===== config.mk =====
export PLATFORM = sky130hd
export DESIGN_NAME = reg_status_ctrl_flat
export DESIGN_NICKNAME = d
export VERILOG_FILES = /design/src/rtl/reg_status_ctrl_if.sv /design/src/rtl/reg_status_ctrl.sv /design/src/flat_wrapper.sv
export SDC_FILE = /design/constraint.sdc
export NUM_CORES = 1
export LEC_CHECK = 0
export ABC_AREA = 1
export BUFFER_PORTS_ARGS = -buffer_cell sky130_fd_sc_hd__buf_2
export CAP_MARGIN = 30
export CORE_AREA = 2 2 218 166
export DETAILED_ROUTE_END_ITERATION = 12
export DIE_AREA = 0 0 220 168
export GPL_TIMING_DRIVEN = 0
export PLACE_DENSITY = 0.66
export SLEW_MARGIN = 30
export SYNTH_ARGS = -nofsm -noshare
export SYNTH_HDL_FRONTEND = slang
export SYNTH_SLANG_ARGS = --single-unit

===== constraint.sdc =====
create_clock -name clk_in -period 11.4 [get_ports clk_in]
set_input_delay 1.71 -clock clk_in [delete_from_list [all_inputs] [get_ports clk_in]]
set_output_delay 1.71 -clock clk_in [all_outputs]
set_load 0.02 [all_outputs]

===== src/rtl/reg_status_ctrl_if.sv =====
// Issue, lookup, commit and register-file port bundle of the register-status controller.
// The core or testbench drives the master side; the controller uses the slave side.
interface reg_status_ctrl_if #(
    parameter int unsigned ROB_IDX_W = 4,
    parameter int unsigned XLEN      = 32
);
    logic                 issue_valid;
    logic [4:0]           issue_rd;
    logic [ROB_IDX_W-1:0] issue_tag;
    logic [4:0]           issue_rs1;
    logic [4:0]           issue_rs2;
    logic                 rs1_busy;
    logic [ROB_IDX_W-1:0] rs1_tag;
    logic [XLEN-1:0]      rs1_val;
    logic                 rs2_busy;
    logic [ROB_IDX_W-1:0] rs2_tag;
    logic [XLEN-1:0]      rs2_val;
    logic                 commit_valid;
    logic [4:0]           commit_rd;
    logic [ROB_IDX_W-1:0] commit_tag;
    logic [XLEN-1:0]      commit_val;
    logic [4:0]           rf_get_reg_1;
    logic [4:0]           rf_get_reg_2;
    logic [XLEN-1:0]      rf_get_val_1;
    logic [XLEN-1:0]      rf_get_val_2;
    logic [4:0]           rf_set_reg;
    logic [XLEN-1:0]      rf_set_val;
    logic [5:0]           busy_cnt;
    logic [31:0]          commit_cnt;

    modport master (
        output issue_valid, issue_rd, issue_tag, issue_rs1, issue_rs2,
        output commit_valid, commit_rd, commit_tag, commit_val,
        output rf_get_val_1, rf_get_val_2,
        input  rs1_busy, rs1_tag, rs1_val, rs2_busy, rs2_tag, rs2_val,
        input  rf_get_reg_1, rf_get_reg_2, rf_set_reg, rf_set_val,
        input  busy_cnt, commit_cnt
    );

    modport slave (
        input  issue_valid, issue_rd, issue_tag, issue_rs1, issue_rs2,
        input  commit_valid, commit_rd, commit_tag, commit_val,
        input  rf_get_val_1, rf_get_val_2,
        output rs1_busy, rs1_tag, rs1_val, rs2_busy, rs2_tag, rs2_val,
        output rf_get_reg_1, rf_get_reg_2, rf_set_reg, rf_set_val,
        output busy_cnt, commit_cnt
    );
endinterface


===== src/rtl/reg_status_ctrl.sv =====
// Register-status (rename) table for the 32-entry architectural register file.
// Define REG_STATUS_STATS_EN to build the retired-write counter commit_cnt.
module reg_status_ctrl #(
    parameter int unsigned ROB_IDX_W = 4,
    parameter int unsigned XLEN      = 32
) (
    input logic              clk_in,
    input logic              rst_in,
    input logic              rdy_in,
    input logic              flush_in,
    reg_status_ctrl_if.slave bus
);
    typedef struct packed {
        logic                 busy;
        logic [ROB_IDX_W-1:0] tag;
        logic [XLEN-1:0]      val;
    } lookup_t;

    logic [31:0]                    busy_q, busy_d;
    logic [31:0][ROB_IDX_W-1:0]     tag_q, tag_d;
    logic [5:0]                     busy_cnt_q, busy_cnt_d;
    logic                           commit_hit;
    lookup_t                        lk1, lk2;

    assign commit_hit = bus.commit_valid && (bus.commit_rd != 5'd0) &&
                        busy_q[bus.commit_rd] && (tag_q[bus.commit_rd] == bus.commit_tag);

    // Lookups see pre-edge state, with a matching same-cycle commit forwarded.
    function automatic lookup_t lookup(input logic [4:0] rs, input logic [XLEN-1:0] rf_val);
        lookup_t r;
        r = '0;
        if (rs == 5'd0) begin
            r = '0;
        end else if (bus.commit_valid && (bus.commit_rd == rs) && busy_q[rs] &&
                     (tag_q[rs] == bus.commit_tag)) begin
            r.val = bus.commit_val;
        end else if (busy_q[rs]) begin
            r.busy = 1'b1;
            r.tag  = tag_q[rs];
        end else begin
            r.val = rf_val;
        end
        return r;
    endfunction

    always_comb begin
        lk1 = lookup(bus.issue_rs1, bus.rf_get_val_1);
        lk2 = lookup(bus.issue_rs2, bus.rf_get_val_2);
    end

    assign bus.rs1_busy     = lk1.busy;
    assign bus.rs1_tag      = lk1.tag;
    assign bus.rs1_val      = lk1.val;
    assign bus.rs2_busy     = lk2.busy;
    assign bus.rs2_tag      = lk2.tag;
    assign bus.rs2_val      = lk2.val;
    assign bus.rf_get_reg_1 = bus.issue_rs1;
    assign bus.rf_get_reg_2 = bus.issue_rs2;
    assign bus.rf_set_reg   = (bus.commit_valid && rdy_in) ? bus.commit_rd : 5'd0;
    assign bus.rf_set_val   = bus.commit_val;
    assign bus.busy_cnt     = busy_cnt_q;

    always_comb begin
        busy_d     = busy_q;
        tag_d      = tag_q;
        busy_cnt_d = busy_cnt_q;
        if (rdy_in) begin
            if (flush_in) begin
                busy_d = '0;
            end else begin
                if (commit_hit) busy_d[bus.commit_rd] = 1'b0;
                // Issue after commit so a same-register issue keeps the entry busy.
                if (bus.issue_valid && (bus.issue_rd != 5'd0)) begin
                    busy_d[bus.issue_rd] = 1'b1;
                    tag_d[bus.issue_rd]  = bus.issue_tag;
                end
            end
            busy_cnt_d = '0;
            for (int i = 0; i < 32; i++) busy_cnt_d = busy_cnt_d + 6'(busy_d[i]);
        end
    end

    always_ff @(posedge clk_in or negedge rst_in) begin
        if (!rst_in) begin
            busy_q     <= '0;
            tag_q      <= '0;
            busy_cnt_q <= '0;
        end else begin
            busy_q     <= busy_d;
            tag_q      <= tag_d;
            busy_cnt_q <= busy_cnt_d;
        end
    end

`ifdef REG_STATUS_STATS_EN
    logic [31:0] commit_cnt_q;

    always_ff @(posedge clk_in or negedge rst_in) begin
        if (!rst_in) begin
            commit_cnt_q <= '0;
        end else if (rdy_in && bus.commit_valid && (bus.commit_rd != 5'd0)) begin
            commit_cnt_q <= commit_cnt_q + 32'd1;
        end
    end

    assign bus.commit_cnt = commit_cnt_q;
`else
    assign bus.commit_cnt = '0;
`endif
endmodule


===== src/flat_wrapper.sv =====
// flat-port wrapper written by rule: the top's interface ports become plain ports
module reg_status_ctrl_flat 
#(
    parameter int unsigned ROB_IDX_W = 4,
    parameter int unsigned XLEN      = 32
)
  (clk_in, rst_in, rdy_in, flush_in, bus_issue_valid, bus_issue_rd, bus_issue_tag, bus_issue_rs1, bus_issue_rs2, bus_commit_valid, bus_commit_rd, bus_commit_tag, bus_commit_val, bus_rf_get_val_1, bus_rf_get_val_2, bus_rs1_busy, bus_rs1_tag, bus_rs1_val, bus_rs2_busy, bus_rs2_tag, bus_rs2_val, bus_rf_get_reg_1, bus_rf_get_reg_2, bus_rf_set_reg, bus_rf_set_val, bus_busy_cnt, bus_commit_cnt);
  reg_status_ctrl_if #(.ROB_IDX_W(ROB_IDX_W), .XLEN(XLEN)) bus_i ();
  input logic clk_in;
  input logic rst_in;
  input logic rdy_in;
  input logic flush_in;
  input wire logic [$bits(bus_i.issue_valid)-1:0] bus_issue_valid;
  input wire logic [$bits(bus_i.issue_rd)-1:0] bus_issue_rd;
  input wire logic [$bits(bus_i.issue_tag)-1:0] bus_issue_tag;
  input wire logic [$bits(bus_i.issue_rs1)-1:0] bus_issue_rs1;
  input wire logic [$bits(bus_i.issue_rs2)-1:0] bus_issue_rs2;
  input wire logic [$bits(bus_i.commit_valid)-1:0] bus_commit_valid;
  input wire logic [$bits(bus_i.commit_rd)-1:0] bus_commit_rd;
  input wire logic [$bits(bus_i.commit_tag)-1:0] bus_commit_tag;
  input wire logic [$bits(bus_i.commit_val)-1:0] bus_commit_val;
  input wire logic [$bits(bus_i.rf_get_val_1)-1:0] bus_rf_get_val_1;
  input wire logic [$bits(bus_i.rf_get_val_2)-1:0] bus_rf_get_val_2;
  output wire logic [$bits(bus_i.rs1_busy)-1:0] bus_rs1_busy;
  output wire logic [$bits(bus_i.rs1_tag)-1:0] bus_rs1_tag;
  output wire logic [$bits(bus_i.rs1_val)-1:0] bus_rs1_val;
  output wire logic [$bits(bus_i.rs2_busy)-1:0] bus_rs2_busy;
  output wire logic [$bits(bus_i.rs2_tag)-1:0] bus_rs2_tag;
  output wire logic [$bits(bus_i.rs2_val)-1:0] bus_rs2_val;
  output wire logic [$bits(bus_i.rf_get_reg_1)-1:0] bus_rf_get_reg_1;
  output wire logic [$bits(bus_i.rf_get_reg_2)-1:0] bus_rf_get_reg_2;
  output wire logic [$bits(bus_i.rf_set_reg)-1:0] bus_rf_set_reg;
  output wire logic [$bits(bus_i.rf_set_val)-1:0] bus_rf_set_val;
  output wire logic [$bits(bus_i.busy_cnt)-1:0] bus_busy_cnt;
  output wire logic [$bits(bus_i.commit_cnt)-1:0] bus_commit_cnt;
  assign bus_i.issue_valid = bus_issue_valid;
  assign bus_i.issue_rd = bus_issue_rd;
  assign bus_i.issue_tag = bus_issue_tag;
  assign bus_i.issue_rs1 = bus_issue_rs1;
  assign bus_i.issue_rs2 = bus_issue_rs2;
  assign bus_i.commit_valid = bus_commit_valid;
  assign bus_i.commit_rd = bus_commit_rd;
  assign bus_i.commit_tag = bus_commit_tag;
  assign bus_i.commit_val = bus_commit_val;
  assign bus_i.rf_get_val_1 = bus_rf_get_val_1;
  assign bus_i.rf_get_val_2 = bus_rf_get_val_2;
  assign bus_rs1_busy = bus_i.rs1_busy;
  assign bus_rs1_tag = bus_i.rs1_tag;
  assign bus_rs1_val = bus_i.rs1_val;
  assign bus_rs2_busy = bus_i.rs2_busy;
  assign bus_rs2_tag = bus_i.rs2_tag;
  assign bus_rs2_val = bus_i.rs2_val;
  assign bus_rf_get_reg_1 = bus_i.rf_get_reg_1;
  assign bus_rf_get_reg_2 = bus_i.rf_get_reg_2;
  assign bus_rf_set_reg = bus_i.rf_set_reg;
  assign bus_rf_set_val = bus_i.rf_set_val;
  assign bus_busy_cnt = bus_i.busy_cnt;
  assign bus_commit_cnt = bus_i.commit_cnt;
  reg_status_ctrl #(.ROB_IDX_W(ROB_IDX_W), .XLEN(XLEN)) u_core (.clk_in(clk_in), .rst_in(rst_in), .rdy_in(rdy_in), .flush_in(flush_in), .bus(bus_i));
endmodule

==> flow_summary.toml, run 1 <==
[worst_setup_path]
cp_slowest_stage_delay_ns = 0.62
path_class = "input port to register"
cp-start-kind = "input port"
rr_startpoint = "u_core.tag_q[95]"
rr_worst_depth = 33
crit_path_frequent_cell = "nand2_1"
required_ns = 11.82
cp_slowest_cell = "clkinv_1"
r2r-end = "u_core.bus.busy_cnt[4]"
rrSetupSlack_ns = 4.39
critPathCaptureType = "register"
cp.arrival_ns = 9.13
cp_max_fo = 10

[cts]
cts_root_buffer = "clkbuf_16"
cts.repair.resized = 0
htree_levels = 4
clock_path_buffers = 2
clk_pin_slew_ns = 0.09
insertion_delay_ns = 0.49
ctsHoldBuffers = 0
cts_tree = "built"
numCtsBuffers = 17
cts_setup_buffers = 0
cts_sinks = 166

[route]
vias = 19500
met2_length_um = 32300
dr.max_layer_used = "met5"
dr.pass1.iters = 13
ant_nets = 0
met3_length_um = 13600
routed_via_density = 5.80
dr.first_iter.drc_count = 3014
routedWlPerCell_um = 24.6
m1WireLength_um = 32400
remaining_drc_errors = 0
wirelength_um = 82700

[timing]
post-route-min-period_ns = 8.71
finalSetupTns_ns = 0
worst_pin_slew_ns = 1.08
setup_violations = 0
clock-skew-final_ns = 0.0226
slew_headroom_pct = 28.0
rsz0062_at_grt = "no"
fin_ws_ns = 2.69
hold_viol = 0
post-route-period-util_pct = 76.4
slew_violations = 0
fmax_ghz = 0.115
hold_slack_ns = 0.482

[power]
ir_drop_mv = 0.138
p_leak_nw = 9.81
power.total_w = 0.00202
cellPowerDensity_mw_per_mm2 = 111

[synth]
ys_seq_area_share_pct = 26.8
syn_inst = 2582
yosys.area.top_type = "dfrtp_1"
synth_area_leaders = "dfrtp_1 (27%), nand2_1 (22%), o21ai_0 (8.4%)"
synth-seq-cells = 166
yosys.area.top_type_share_pct = 26.8
synth_cell_types = 44
syn_area_mm2 = 0.0155
avgSynthCellArea_um2 = 5.99
yosys_warnings = 0

[global_routing]
grt_pass1_vias = 17300
grt_pass1_wl_um = 116000
antenna_found_initial = 6
overflow = 0
grt_max_degree = 74
track_usage_pct = 43.9

[flow_run]
maxCapViolations = 0

[floorplan]
coreArea_mm2 = 0.0351
io-pin-count = 289
fp-row-count = 60
fp.dieH_um = 168
die_w_um = 220
dieArea_mm2 = 0.0370
initial_utilization_pct = 44.0

[hold_path]
hold-path-endpoint = "u_core.bus.busy_cnt[2]"
whs_path_depth = 2
hp-class = "register to register"
hp-start = "u_core.bus.busy_cnt[2]"

[placement]
gp_congestion = 1.13
numPortBuffers = 242
dpl_worst_slack_ns = 2.53
dpl_cell_area_mm2 = 0.0175
dp_hpwl_um = 63200

[run_status]
outcome = "completed"

[finish]
final_nets = 3039
design_area_mm2 = 0.0182
drive_gt1_share_pct = 16.4
area.growth.synth_to_final_pct = 17.4
-- Yosys cell counts --
master     instances
o22ai_1            8
xnor2_1            2
nor2_2             5
inv_4              1
buf_2             60
nor3_2             7
o221ai_1           8
fa_1              24
inv_1            259
nand3_2            1
buf_6             13
o31ai_1            1
o211a_1            2
buf_4             83
nor2_4             4
o21ai_1           41
o211ai_1          24
a41oi_1            1
o21ai_0          260
o21bai_2           2
a21oi_1          156
a31oi_1            1
xor2_2             1
nor2_1           233
nand3b_1           2
clkinv_1           3
buf_1              8
o21bai_1           8
conb_1             1
nor3_1            15
a21oi_2            1
ha_1               8
nand2_1          905
nand2_4            1
nand4_1           59
a211oi_1           3
o21a_1             1
nand3_4            1
o2111ai_1          1
xor2_1             4
nand3_1          124
dfrtp_1          166
clkbuf_1          65
inv_2              9
-- flip-flops by register name, indices dropped and copies added, names as in the netlist --
name,flops
u_core.busy_q,32
u_core.tag_q,128
u_core.bus.busy_cnt,6
-- cell usage in the layout (no fill, tap or decap), types with 13 or more instances in the layout --
| cell type | netlist | routed |
|---|---|---|
| a21oi_1 | 156 | 156 |
| o21ai_1 | 41 | 41 |
| buf_2 | 60 | 301 |
| o211ai_1 | 24 | 24 |
| clkbuf_16 | 0 | 17 |
| buf_6 | 13 | 13 |
| conb_1 | 1 | 32 |
| nand2_1 | 905 | 905 |
| o21ai_0 | 260 | 260 |
| clkbuf_1 | 65 | 65 |
| nand4_1 | 59 | 59 |
| fa_1 | 24 | 24 |
| buf_4 | 83 | 84 |
| nand3_1 | 124 | 124 |
| dfrtp_1 | 166 | 166 |
| inv_1 | 259 | 259 |
| nor2_1 | 233 | 229 |
-- metal layers --
metal  global-route usage, %  up-vias
li1                        -     8733
met1                    59.0     8926
met2                    60.6     1534
met3                    18.4      279
met4                    20.5        6
met5                   0.933        -
-- how the worst max path moves through the flow --
stage / startpoint / end / slack (ns) / cells after the start
after floorplan: bus_commit_rd[0] / u_core.bus.busy_cnt[4] / 3.80 / 36
after global placement: bus_commit_rd[2] / u_core.bus.busy_cnt[4] / 2.44 / 31
after detailed placement: bus_commit_rd[1] / u_core.bus.busy_cnt[4] / 2.53 / 34
after CTS: bus_commit_rd[1] / u_core.bus.busy_cnt[4] / 3.00 / 34
after global routing: bus_commit_rd[1] / u_core.bus.busy_cnt[4] / 2.39 / 34
final: bus_commit_rd[1] / u_core.bus.busy_cnt[4] / 2.69 / 34
-- through the flow --
| stage | cells | util, % |
|---|---|---|
| floorplan | 2613 | - |
| global placement | 3320 | 49.5 |
| detailed placement | 3323 | 49.8 |
| CTS | 3355 | 51.6 |
| global route | 3355 | 51.7 |
| finish | 3356 | 51.7 |
-- cell type report --
cell class	count	area, um^2
Tap cell	465	582
Timing Repair Buffer	245	1280
Multi-Input combinational cell	1946	9130
Clock inverter	15	220
Buffer	229	1340
Inverter	272	1020
Sequential cell	166	4150
Antenna cell	1	2.50
Fill cell	3728	17000
Clock buffer	17	425
-- cells by family after synthesis --
family	Yosys count	share of synthesized area (%)
XOR/XNOR	7	0.445
buffers and inverters	501	15.3
adder cells (fa/ha/maj)	32	3.75
flip-flops	166	26.8
AND/OR/NAND/NOR	1357	35.8
AO/OA/AOI/OAI	518	17.8
other	1	0.0242
-- critical path: cells and delay by family --
kind / cells / cell delay (ns)
adder cells (fa/ha/maj): 8 / 3.80
XOR/XNOR: 1 / 0.22
AND/OR/NAND/NOR: 16 / 1.96
AO/OA/AOI/OAI: 2 / 0.19
buffers and inverters: 7 / 1.22
-- power by group --
group	switching, W	internal [W]
registers	0.0000603	0.000643
logic	0.000476	0.000190
clock network	0.000329	0.000325
total	0.000865	0.00116
No activity file was read; power rests on OpenSTA's default activity.
==> inputs of run 2 (changes only) <==
--- a/config.mk
+++ b/config.mk
@@ -12,7 +12,7 @@
 export DETAILED_ROUTE_END_ITERATION = 12
 export DIE_AREA = 0 0 220 168
 export GPL_TIMING_DRIVEN = 0
-export PLACE_DENSITY = 0.66
+export PLACE_DENSITY = 0.69
 export SLEW_MARGIN = 30
 export SYNTH_ARGS = -nofsm -noshare
 export SYNTH_HDL_FRONTEND = slang
==> constraint.sdc (replaced) <==
create_clock -name clk_in -period 7.86 [get_ports clk_in]
set_input_delay 1.179 -clock clk_in [delete_from_list [all_inputs] [get_ports clk_in]]
set_output_delay 1.179 -clock clk_in [all_outputs]
set_load 0.02 [all_outputs]
==> run 2 against run 1 <==
Against the previous run: wire length grew 4.4%; critical path depth shrank 2; clock skew grew 0.00080 ns; clock-buffer cell count is the same; clock power grew 40%; total power grew 44%; combinational power grew 50%; register-to-register slack lost 3.5 ns; first-iteration DRC count grew 13%; highest routed layer unchanged; setup slack lost 2.5 ns; die area is the same; sequential share of layout area shrank 0.48 points.
==> flow_summary.toml, run 2 (synthesized netlist as in run 1, its figures left out) <==
[hold_path]
whs_path_depth = 2
hp-class = "register to register"

[cts]
cts_sinks = 166
numCtsBuffers = 17
htree_levels = 4
cts_root_buffer = "clkbuf_16"
clock_path_buffers = 2
insertion_delay_ns = 0.49
cts_tree = "built"
ctsHoldBuffers = 0
clk_pin_slew_ns = 0.08

[worst_setup_path]
cp_slowest_cell = "fa_1"
rr_worst_depth = 33
path_class = "input port to register"
crit_path_frequent_cell = "nand2_1"
critPathCaptureType = "register"
cp-start-kind = "input port"
cp_max_fo = 10
cp.arrival_ns = 8.14
cp_slowest_stage_delay_ns = 0.59
required_ns = 8.28

[finish]
final_nets = 3064
fillers = 3660
area.growth.synth_to_final_pct = 19.9
final_cell_mix = "nand2_1 (896), buf_2 (292), inv_1 (259), o21ai_0 (259), nor2_1 (228)"
drive_gt1_share_pct = 17.8
regMostFlops = "u_core.tag_q"
largest_reg_flops = 128
fin_util_pct = 52.8
final_common_cell = "nand2_1"

[floorplan]
fp-row-count = 60
io-pin-count = 289
die_w_um = 220
initial_utilization_pct = 44.0
dieArea_mm2 = 0.0370
coreArea_mm2 = 0.0351
fp.dieH_um = 168

[timing]
post-route-period-util_pct = 98.2
slew_headroom_pct = 26.8
setup_violations = 0
fmax_ghz = 0.130
hold_viol = 0
hold_slack_ns = 0.484
slew_violations = 0
worst_pin_slew_ns = 1.09
fin_ws_ns = 0.141
clock-skew-final_ns = 0.0234
post-route-min-period_ns = 7.72

[global_routing]
grt_max_degree = 78
grt_pass1_wl_um = 121000
antenna_found_initial = 3
grt_pass1_vias = 17500
track_usage_pct = 45.8
overflow = 0

[route]
dr.pass1.iters = 12
dr.first_iter.drc_count = 3392
remaining_drc_errors = 0
ant_nets = 0
routedWlPerCell_um = 25.5
wirelength_um = 86300
vias = 20000
routed_via_density = 5.91

[flow_run]
maxCapViolations = 0

[power]
power.total_w = 0.00292
cellPowerDensity_mw_per_mm2 = 157
p_leak_nw = 10.0
ir_drop_mv = 0.163

[run_status]
outcome = "completed"

[placement]
gp_congestion = 1.12
dp_hpwl_um = 65100
numPortBuffers = 242
dpl_worst_slack_ns = -0.862
[run 2: cell count changes in the layout (fill, tap and decap cells not counted), moves of 3 or more]
cell and delta:
clkbuf_2 +3, nor2_2 -3, nand2_2 +8, buf_12 +8, buf_4 +20, clkbuf_1 -3
nand2_1 -9, buf_2 -9, clkbuf_4 +4, nor2_4 +4, nor3_1 -3, buf_6 +3
[run 2: path summary, 6_finish.rpt]
| check | from | to | slack [ns] |
|---|---|---|---|
| worst max-delay path | bus_commit_rd[1] | u_core.bus.busy_cnt[4] | 0.14 |
| worst min-delay path | u_core.bus.busy_cnt[4] | u_core.bus.busy_cnt[4] | 0.48 |
| min in group asynchronous | rst_in | u_core.busy_q[24] | 0.57 |
| max in group asynchronous | rst_in | u_core.tag_q[28] | 6.20 |
| worst max register to register | u_core.tag_q[92] | u_core.bus.busy_cnt[4] | 0.88 |
| worst min register to register | u_core.bus.busy_cnt[4] | u_core.bus.busy_cnt[4] | 0.48 |
[run 2: per-layer routing]
metal | up-vias | wire [um] | track usage (%)
met5 | - | 34 | 0
met4 | 6 | 4550 | 19.8
met3 | 294 | 14100 | 20.2
met2 | 1618 | 34600 | 64.9
met1 | 9272 | 33000 | 60.1
li1 | 8776 | - | -
[run 2: cell type report]
class | instances | area [um^2] | share of cell area (%)
plain buffers | 229 | 1410 | 7.60
clock buffers | 17 | 425 | 2.29
repair buffers | 270 | 1550 | 8.33
clock inverters | 15 | 199 | 1.07
multi-input cells | 1946 | 9210 | 49.6
inverters | 272 | 1030 | 5.54
diodes | 1 | 2.50 | 0.0135
flip-flops and latches | 166 | 4150 | 22.4
well taps | 465 | 582 | 3.14
[run 2: per-stage QoR]
stage,cell area [um^2],setup TNS [ns],std cells
after floorplan,15600,0,2613
after global placement,17400,-2.77,3320
after detailed placement,17500,-2.95,3323
after CTS,18200,0,3361
after global routing,18600,-0.0569,3381
final,18600,0,3381
[run 2: repair_timing]
action | 4_1_cts | 5_1_grt
endpoints found under the setup margin | 5 | 4
gates resized for setup | 7 | 50
setup buffers | 6 | 19
pin swaps | 2 | 11
[run 2: where the power goes]
| part | switching (W) | internal (W) | leakage [nW] |
|---|---|---|---|
| combinational | 0.000705 | 0.000291 | 7.69 |
| sequential | 0.0000744 | 0.000933 | 2.01 |
| clock | 0.000482 | 0.000437 | 0.300 |
| total | 0.00126 | 0.00166 | 10.0 |
[run 2: critical path, delay by kind of cell]
family / cells / cell delay, ns
AOI/OAI and AO/OA: 3 / 0.34
xor gates and xnor gates: 1 / 0.26
adders and majority gates: 8 / 3.76
buffers and inverters: 7 / 1.17
and+or+nand+nor: 13 / 1.38
